**config.mk**
```make
export PLATFORM = sky130hd
export DESIGN_NAME = spi_rd_arbiter
export DESIGN_NICKNAME = d
export VERILOG_FILES = /design/src/rtl/spi_rd_arbiter.sv
export SDC_FILE = /design/constraint.sdc
export NUM_CORES = 1
export LEC_CHECK = 0
export CORE_ASPECT_RATIO = 1.1
export CORE_UTILIZATION = 34
export CTS_BUF_LIST = sky130_fd_sc_hd__clkbuf_4
export CTS_CLUSTER_SIZE = 25
export DETAILED_ROUTE_END_ITERATION = 10
export GPL_TIMING_DRIVEN = 0
export PLACE_DENSITY = 0.77
export SYNTH_ARGS = -nofsm -noshare
export SYNTH_HDL_FRONTEND = slang
export SYNTH_SLANG_ARGS = --single-unit
```
**constraint.sdc**
```tcl
create_clock -name clk -period 3.6 [get_ports clk]
set_clock_uncertainty 0.05 [all_clocks]
set_input_delay 0.72 -clock clk [delete_from_list [all_inputs] [get_ports clk]]
set_output_delay 0.72 -clock clk [all_outputs]
set_load 0.01 [all_outputs]
```
**src/rtl/spi_rd_arbiter.sv**
```systemverilog
// Shares one spi_master flash-read port between requesters A and B. Each read is
// serialised, granted round-robin, and abandoned after TMO_CYC cycles with no data.
module spi_rd_arbiter #(
    parameter int AW      = 24,
    parameter int DW      = 32,
    parameter int TMO_CYC = 65535
) (
    input  logic          clk,
    input  logic          rst,
    input  logic          a_req_valid,
    input  logic [AW-1:0] a_req_addr,
    output logic          a_req_ready,
    output logic          a_rsp_valid,
    output logic [DW-1:0] a_rsp_data,
    output logic          a_rsp_err,
    input  logic          a_rsp_ack,
    input  logic          b_req_valid,
    input  logic [AW-1:0] b_req_addr,
    output logic          b_req_ready,
    output logic          b_rsp_valid,
    output logic [DW-1:0] b_rsp_data,
    output logic          b_rsp_err,
    input  logic          b_rsp_ack,
    input  logic          m_addr_buffer_free,
    output logic          m_addr_en,
    output logic [AW-1:0] m_addr_data,
    input  logic          m_rd_data_available,
    output logic          m_rd_ack,
    input  logic [DW-1:0] m_rd_data,
    output logic          busy,
    output logic          owner
);
    localparam int TW = $clog2(TMO_CYC + 1);

    typedef enum logic [1:0] {S_IDLE, S_ISSUE, S_WAIT, S_DELIVER} state_t;

    state_t        state, state_d;
    logic          last_served, last_served_d;
    logic [TW-1:0] timer, timer_d;
    logic          owner_d, busy_d;
    logic [AW-1:0] m_addr_data_d;
    logic          a_req_ready_d, b_req_ready_d, m_addr_en_d, m_rd_ack_d;
    logic          a_rsp_valid_d, b_rsp_valid_d, a_rsp_err_d, b_rsp_err_d;
    logic [DW-1:0] a_rsp_data_d, b_rsp_data_d;
    logic          word_take;

    // A word still visible while our ack is on the wire is the one being consumed.
    assign word_take = m_rd_data_available && !m_rd_ack;

    always_ff @(posedge clk or posedge rst) begin
        if (rst) begin
            state       <= S_IDLE;
            last_served <= 1'b1;
            timer       <= '0;
            owner       <= 1'b0;
            busy        <= 1'b0;
            m_addr_data <= '0;
            a_req_ready <= 1'b0;
            b_req_ready <= 1'b0;
            m_addr_en   <= 1'b0;
            m_rd_ack    <= 1'b0;
            a_rsp_valid <= 1'b0;
            b_rsp_valid <= 1'b0;
            a_rsp_err   <= 1'b0;
            b_rsp_err   <= 1'b0;
            a_rsp_data  <= '0;
            b_rsp_data  <= '0;
        end else begin
            state       <= state_d;
            last_served <= last_served_d;
            timer       <= timer_d;
            owner       <= owner_d;
            busy        <= busy_d;
            m_addr_data <= m_addr_data_d;
            a_req_ready <= a_req_ready_d;
            b_req_ready <= b_req_ready_d;
            m_addr_en   <= m_addr_en_d;
            m_rd_ack    <= m_rd_ack_d;
            a_rsp_valid <= a_rsp_valid_d;
            b_rsp_valid <= b_rsp_valid_d;
            a_rsp_err   <= a_rsp_err_d;
            b_rsp_err   <= b_rsp_err_d;
            a_rsp_data  <= a_rsp_data_d;
            b_rsp_data  <= b_rsp_data_d;
        end
    end

    always_comb begin
        state_d       = state;
        last_served_d = last_served;
        timer_d       = timer;
        owner_d       = owner;
        m_addr_data_d = m_addr_data;
        a_req_ready_d = 1'b0;
        b_req_ready_d = 1'b0;
        m_addr_en_d   = 1'b0;
        m_rd_ack_d    = 1'b0;
        a_rsp_valid_d = a_rsp_valid;
        b_rsp_valid_d = b_rsp_valid;
        a_rsp_err_d   = a_rsp_err;
        b_rsp_err_d   = b_rsp_err;
        a_rsp_data_d  = a_rsp_data;
        b_rsp_data_d  = b_rsp_data;

        case (state)
            S_IDLE: begin
                // On a tie, the requester not served last wins.
                if (a_req_valid && (!b_req_valid || last_served)) begin
                    owner_d       = 1'b0;
                    m_addr_data_d = a_req_addr;
                    a_req_ready_d = 1'b1;
                    state_d       = S_ISSUE;
                end else if (b_req_valid) begin
                    owner_d       = 1'b1;
                    m_addr_data_d = b_req_addr;
                    b_req_ready_d = 1'b1;
                    state_d       = S_ISSUE;
                end
            end
            S_ISSUE: begin
                if (m_addr_buffer_free) begin
                    m_addr_en_d = 1'b1;
                    timer_d     = '0;
                    state_d     = S_WAIT;
                end
            end
            S_WAIT: begin
                if (word_take) begin
                    m_rd_ack_d = 1'b1;
                    state_d    = S_DELIVER;
                    if (owner) begin
                        b_rsp_valid_d = 1'b1;
                        b_rsp_data_d  = m_rd_data;
                        b_rsp_err_d   = 1'b0;
                    end else begin
                        a_rsp_valid_d = 1'b1;
                        a_rsp_data_d  = m_rd_data;
                        a_rsp_err_d   = 1'b0;
                    end
                end else if (timer == TW'(TMO_CYC - 1)) begin
                    state_d = S_DELIVER;
                    if (owner) begin
                        b_rsp_valid_d = 1'b1;
                        b_rsp_data_d  = '0;
                        b_rsp_err_d   = 1'b1;
                    end else begin
                        a_rsp_valid_d = 1'b1;
                        a_rsp_data_d  = '0;
                        a_rsp_err_d   = 1'b1;
                    end
                end else begin
                    timer_d = timer + 1'b1;
                end
            end
            S_DELIVER: begin
                if (owner ? (b_rsp_valid && b_rsp_ack) : (a_rsp_valid && a_rsp_ack)) begin
                    a_rsp_valid_d = 1'b0;
                    b_rsp_valid_d = 1'b0;
                    last_served_d = owner;
                    state_d       = S_IDLE;
                end
            end
            default: state_d = S_IDLE;
        endcase

        // Late words arriving after a timeout are drained and dropped.
        if (state != S_WAIT && word_take) begin
            m_rd_ack_d = 1'b1;
        end

        busy_d = (state_d != S_IDLE);
    end
endmodule
```
==> Word level (Yosys, flattened, before mapping) <==
Index checks and enable logic that the tools add are counted.
W data, S select, Z words.
{ "classes": {"add_sub_neg": 1, "mux": 51, "eq_ne": 14, "n_reduce_logical": 20} }
{ "op_table": {"columns": ["cell", "n"], "rows": [
  ["$mux W32", 8],
  ["$mux W16", 3],
  ["$mux W24", 2],
  ["$pmux W16 S2", 1],
  ["$mux W1", 28],
  ["$ne A2 B2 Y1 const B", 9],
  ["$add A16 B1 Y16 const B", 1],
  ["$eq A16 B16 Y1 const B", 1],
  ["$mux W2", 6],
  ["$reduce_and A4 Y1", 3],
  ["$reduce_bool A2 Y1", 5],
  ["$pmux W2 S4", 1],
  ["$logic_and A1 B1 Y1", 5],
  ["$eq A2 B2 Y1 const B", 2],
  ["$pmux W1 S2", 2],
  ["$reduce_and A2 Y1", 2],
  ["$ne A3 B3 Y1 const B", 1],
  ["$reduce_and A3 Y1", 1],
  ["$eq A2 B1 Y1 const B", 1],
  ["$logic_not A1 Y1", 2],
  ["$logic_not A2 Y1", 1],
  ["$logic_or A1 B1 Y1", 1]
]} }
{ "totals": {"out_inout_bits": 98, "register_bits": 117, "inputBits": 88, "elab_cells": 102} }

==> Logic depth before layout (Yosys ltp) <==
Gate-level depths: netlist of run 1.
{ "logic_depth": {"word_depth": 6, "ltp_mapped": 8, "mapped_depth_nobuf": 7} }

==> Worst setup path after synthesis of run 1 <==
No wires, ideal clock.
{ "synth_timing": {"path_type": "input to register", "startpoint": "in m_rd_data_available", "endpoint": "reg timer[4]", "path_buffers": 1, "arrival_time_ns": 1.861, "setup_slack_ns": 1.624, "path_stages": 6, "required_ns": 3.485, "setup_ns": 0.065, "cell_sequence": "nand2b_1 o22ai_1 buf_2 or4_1 or3_1 nand2_1"} }
{ "synth_between": {"elab_chain_len": 3} }
{ "synth_lines": {"columns": ["item", "line", "source"], "rows": [
  ["start, declared", "27", "input logic m_rd_data_available,"],
  ["$logic_and A1 B1 Y1", "48", "assign word_take = m_rd_data_available && !m_rd_ack;"],
  ["$ne A2 B2 Y1 (no line)", null, null],
  ["$reduce_and A4 Y1 (no line)", null, null],
  ["end signal, assigned", "71", "timer <= timer_d;"],
  ["end, declared", "39", "logic [TW-1:0] timer, timer_d;"]
]} }
No other way between the ends.
A chain may end at the register's enable or synchronous reset.

==> Final worst setup path of run 1 <==
{ "layout_timing": {"startpoint": "in m_rd_data_available", "endpoint": "reg b_rsp_data[26]"} }
{ "layout_between": {"elab_chain_len": 3, "word_cells_on_any_way": 5, "classes_between": "eq/ne: 1; mux: 1; reduce/logical: 3"} }
{ "layout_lines": {"columns": ["item", "line", "source"], "rows": [
  ["$logic_and A1 B1 Y1 *", "48", null],
  ["$ne A2 B2 Y1 (no line) / $reduce_bool A2 Y1 (equally long branches)", null, null],
  ["$reduce_and A4 Y1 (no line)", null, null],
  ["end signal, assigned", "84", "b_rsp_data <= b_rsp_data_d;"],
  ["end, declared", "21", "output logic [DW-1:0] b_rsp_data,"]
]} }
Every way passes the cells marked *; elsewhere a longest branch is shown, timed or not.

==> flow_summary.toml, run 1 <==
[outcome]
run_status = "completed"

[synthesis]
ys_ff_latch = 117
avgSynthCellArea_um2 = 11.9
synth_flop_cell = "dfrtp_1"
synth_edf_count = 0
synthCells = 412
async_reset_ff_frac = 1.00
synth.distinct_cells = 46
yosysWarningCount = 0
synth_area_mm2 = 0.00490
syn-num-nets = 502
ys_seq_area_frac = 0.598

[finish]
syn2layout_area_growth_pct = 49.7
num_antenna_cells = 0
final_layout_size_suffix_gt1_frac = 0.0919
nets = 708

[drt]
vias = 4204
via_per_inst = 5.13
drt-total-wl_mm = 13.6
drt_iter0_markers = 207
post_drt_wl_per_cell_um = 16.6
drt_pass1_iterations = 4
ant_nets = 0
drt_drc_violations_left = 0

[clock_network]
clock_sinks = 117
cts.repair.resized = 0
clock_latency_ns = 0.54
holdBufCountCts = 0
cts_setup_buffers = 0
numCtsBuffers = 17
clk_pin_slew_ns = 0.11
cts_tree = "done"
clk_path_buf_depth = 2
h-tree-depth = 4
cts-root-buf = "clkbuf_4"

[min_path]
min_path_cells = 2
hp-class = "reg2reg"

[setup_path]
critPathLaunchType = "primary input"
path_class = "in2reg"
cp_max_fo = 10
worstRegToRegCells = 6
endpoint_kind = "flop"
arrival_ns = 2.87
cp.required_ns = 4.03

[place]
io_buffers = 185
hpwl_mm = 10.1
place.gp.congestion = 0.837

[global_route]
grt.overflow.total = 0
grt_start_max_net_pins = 45
antenna_found_initial = 0
grt_pass1_wl_mm = 22.2
track_usage = 0.196
grt_pass1_vias = 4429

[pwr]
swShare = 0.343
combPwrFrac = 0.433
ir_drop_uv = 455
power_frac_clock = 0.179
pwr-share-seq = 0.388
power_density_mw_per_mm2 = 777
p_leak_uw = 0.00328
p_int_uw = 3750
power_switching_uw = 1950
power_uw = 5700

[sta]
fin_crit_ns = 2.45
timing.fmax_mhz = 409
rsz0062_at_grt = "false"
report.final.hold_viol_count = 0
tightest_slew_ns = 0.887
finalMaxSlewViolations = 0
relSlewSlack = 0.404
setup_tns_ns = 0
period_share = 0.679
setup_violations = 0

[run]
drv_cap = 0

[floorplan]
die_y_um = 128
design.die.area_mm2 = 0.0149
die_width_um = 116
io_pins = 186
core_mm2 = 0.0139
initial_core_util = 0.352
rows = 45
## logic make-up after synthesis
family          share of synthesized area
compound gates                      0.181
flops                               0.598
simple gates                        0.110
buf+inv                            0.0404
mux                                0.0491
xor+xnor                           0.0161
fa+ha+maj                         0.00511
## cell usage in the layout, fill, tap and decap left out, drive strengths merged, types with 6 or more instances in the layout
master and count:
dfrtp 116, mux2i 24, inv 12, clkbuf 30, o21ai 7, clkinv 6, nand3 8, buf 15
a21oi 31, a22o 64, nor4 7, nand2 18, clkdlybuf4s50 185, nor2 42
## sequential cells by signal, summed over array words and instances (netlist names), 2 cells and up
signal       count
a_rsp_data      32
b_rsp_data      32
m_addr_data     24
state            2
timer           16
## cell type report
cell class	count	area [um2]
fill	1228	6570
clock buffer	17	128
tap	188	235
buffer	26	160
sequential	117	2930
inverter	10	41.3
multi-input combinational	259	1770
clock inverter	15	178
timing repair buffer	187	1890
## through the flow
step / hold slack (ns) / util / instances / setup slack [ns] / cell area (um2)
after floorplan: 0.405 / - / 412 / 1.40 / 4900
after global routing: 0.480 / 0.527 / 819 / 1.04 / 7330
after CTS: 0.449 / 0.527 / 819 / 1.11 / 7330
after global placement: 0.427 / 0.502 / 785 / 0.362 / 6990
final: 0.437 / 0.527 / 819 / 1.15 / 7330
after detailed placement: 0.431 / 0.505 / 787 / 0.601 / 7030
## Yosys cell counts (all sizes together) (2+ instances only)
cell type  number  area, um2
nand3           8       45.0
nor2           42        158
a21oi          31        155
xnor2           5       43.8
ha              2       25.0
nand2          18       67.6
a22o           64        561
xor2            4       35.0
inv            10       37.5
nor2b           3       18.8
o21ai           7       42.5
nor3            5       36.3
nand4           3       25.0
nor4            7       43.8
a211oi          2       20.0
buf            13        111
or2             2       12.5
clkbuf         13       48.8
o211ai          3       22.5
or4             3       22.5
mux2i          24        240
a21boi          2       15.0
or3             4       30.0
and3            4       25.0
dfrtp         116       2900
nand2b          5       31.3
## metal layers
metal	global-route usage	up-vias	share of wire
met4	0.0762	0	0.019
met2	0.323	156	0.51
met1	0.238	2103	0.40
met3	0.0634	24	0.072
met5	0	-	0
li1	-	1921	-
## worst max-delay path: stages
cell and delay, ns:
clkdlybuf4s50_1 0.45, nand2b_1 0.16, inv_1 0.33, and3_1 0.22, clkbuf_1 0.28, clkbuf_1 0.47
a22o_1 0.24
## power by group through the flow
stage | sequential [uW] | combinational (uW) | clock [uW]
floorplan | 2400 | 896 | 0
global placement | 2210 | 2430 | 0
detailed placement | 2220 | 2490 | 0
CTS | 2210 | 2500 | 1060
global route | 2280 | 2670 | 1110
finish | 2210 | 2470 | 1020
## worst paths after layout
check                                             end               startpoint  slack, ns
min in group asynchronous  b_rsp_data[23]$_DFFE_PP0P_                      rst       0.60
setup / recovery           b_rsp_data[26]$_DFFE_PP0P_      m_rd_data_available       1.15
hold / removal                last_served$_DFFE_PP1P_  last_served$_DFFE_PP1P_       0.44
setup reg to reg           b_rsp_data[26]$_DFFE_PP0P_       m_rd_ack$_DFF_PP0_       1.33
hold reg to reg               last_served$_DFFE_PP1P_  last_served$_DFFE_PP1P_       0.44
max in group asynchronous       timer[14]$_DFFE_PP0P_                      rst       2.25
Power figures use the tool's default switching activity.
==> run 2: changes to the inputs <==
--- a/config.mk
+++ b/config.mk
@@ -11,7 +11,7 @@
 export CTS_CLUSTER_SIZE = 25
 export DETAILED_ROUTE_END_ITERATION = 10
 export GPL_TIMING_DRIVEN = 0
-export PLACE_DENSITY = 0.77
+export PLACE_DENSITY = 0.74
 export SYNTH_ARGS = -nofsm -noshare
 export SYNTH_HDL_FRONTEND = slang
 export SYNTH_SLANG_ARGS = --single-unit
==> constraint.sdc (replaced) <==
create_clock -name clk -period 2.45 [get_ports clk]
set_clock_uncertainty 0.05 [all_clocks]
set_input_delay 0.49 -clock clk [delete_from_list [all_inputs] [get_ports clk]]
set_output_delay 0.49 -clock clk [all_outputs]
set_load 0.01 [all_outputs]
==> flow_summary.toml, run 2 (synthesized netlist as in run 1, its figures left out) <==
[run]
drv_cap = 0

[finish]
mostFrequentLayoutCells = "185 x clkdlybuf4s50_1, 116 x dfrtp_1, 64 x a22o_1"
seq_area_mm2 = 0.00293
num_antenna_cells = 0
layout_top_registers = "a_rsp_data: 32 flops, b_rsp_data: 32 flops, m_addr_data: 24 flops"
nFillCells = 1244
multiInputGateArea_mm2 = 0.00178
syn2layout_area_growth_pct = 49.4
layout_commonest_cell = "clkdlybuf4s50_1"
final_layout_size_suffix_gt1_frac = 0.0935
nets = 708

[clock_network]
clock_sinks = 117
cts-root-buf = "clkbuf_4"
cts.repair.resized = 0
holdBufCountCts = 0
clk_path_buf_depth = 2
clk_pin_slew_ns = 0.12
cts_setup_buffers = 0
h-tree-depth = 4
numCtsBuffers = 17
clock_latency_ns = 0.50
cts_tree = "done"

[pwr]
p_leak_uw = 0.00327
power_density_mw_per_mm2 = 1130
ir_drop_uv = 489

[floorplan]
design.die.area_mm2 = 0.0149
core_mm2 = 0.0139
initial_core_util = 0.352
rows = 45
die_y_um = 128
die_width_um = 116
io_pins = 186

[setup_path]
worstSetupStartpoint = "m_rd_ack$_DFF_PP0_"
critPathLaunchType = "flop"
cp_slowest_stage_delay_ns = 0.47
endpoint_kind = "flop"
path_class = "reg2reg"
cp.required_ns = 2.84
worstRegToRegCells = 6
path_cells = "nand2b_1, inv_1, and3_1, clkbuf_1, clkbuf_1, a22o_1"
r2r-start = "m_rd_ack$_DFF_PP0_"
cp_common_cell = "clkbuf_1"
cp_max_fo = 10
cp_slowest_cell = "clkbuf_1"
arrival_ns = 2.64

[sta]
fin_crit_ns = 2.25
relSlewSlack = 0.457
setup_tns_ns = 0
report.final.hold_viol_count = 0
rsz0062_at_grt = "false"
setup_violations = 0
timing.fmax_mhz = 445
worst_hold_slack_ns = 0.428
finalMaxSlewViolations = 0
period_share = 0.918
tightest_slew_ns = 0.812

[global_route]
grt_pass1_vias = 4259
antenna_found_initial = 0
track_usage = 0.191
grt_start_max_net_pins = 45
grt.overflow.total = 0
grt_pass1_wl_mm = 21.6

[place]
hpwl_mm = 10.0
place.gp.congestion = 0.803
io_buffers = 185

[drt]
vias = 4114
via_per_inst = 5.02
drt_drc_violations_left = 0
post_drt_wl_per_cell_um = 16.5
drt-total-wl_mm = 13.5
drt_iter0_markers = 220
ant_nets = 0
drt_pass1_iterations = 6

[outcome]
run_status = "completed"

[min_path]
hp-class = "in2async"
-- run 2: cell types whose count changed in the layout (fill, tap and decap cells not counted), sizes merged --
cell	delta
inv	+3
clkbuf	+1
clkinv	-2
bufinv	-1
clkinvlp	-1
-- run 2: metrics by stage --
stage / setup WS [ns] / cells / utilization / instance area, um2 / power [uW]
after floorplan: 0.483 / 412 / - / 4900 / 4850
after global placement: -0.533 / 785 / 0.502 / 6990 / 6830
after detailed placement: -0.301 / 787 / 0.505 / 7030 / 6920
after CTS: 0.177 / 819 / 0.526 / 7310 / 8370
after global routing: 0.00977 / 819 / 0.526 / 7320 / 8830
final: 0.201 / 819 / 0.526 / 7320 / 8300
-- run 2: worst paths after layout --
check                                                   to  slack [ns]
min in group clk                   last_served$_DFFE_PP1P_        0.46
worst min register to register     last_served$_DFFE_PP1P_        0.46
worst max-delay path            b_rsp_data[27]$_DFFE_PP0P_        0.20
worst min-delay path            b_rsp_data[26]$_DFFE_PP0P_        0.43
max in group asynchronous          last_served$_DFFE_PP1P_        1.19
worst max register to register  b_rsp_data[27]$_DFFE_PP0P_        0.20
-- run 2: area by class of cell --
cell class                 count  area share
tap                          188      0.0321
inverter                      10     0.00564
multi-input combinational    259       0.243
timing repair buffer         187       0.259
buffer                        26      0.0219
sequential                   117       0.400
clock buffer                  18      0.0185
clock inverter                14      0.0203
-- run 2: critical path, delay by kind of cell (launching register included) --
family / cells / cell delay (ns)
buffers and inverters: 3 / 1.04
AND/OR/NAND/NOR: 2 / 0.47
flip-flops: 1 / 0.38
AO/OA/AOI/OAI: 1 / 0.24
-- run 2: routing by layer --
| metal | wire length (um) | GRT usage | up-vias |
|---|---|---|---|
| li1 | - | - | 1926 |
| met5 | 0 | 0 | - |
| met3 | 978 | 0.0671 | 19 |
| met2 | 6750 | 0.311 | 154 |
| met1 | 5560 | 0.229 | 2015 |
| met4 | 197 | 0.0724 | 0 |
-- run 2: report_power, final --
part / internal, uW / switching [uW] / leakage, uW
logic: 2070 / 1560 / 0.00168
clock network: 629 / 784 / 0.000150
registers: 2720 / 528 / 0.00144
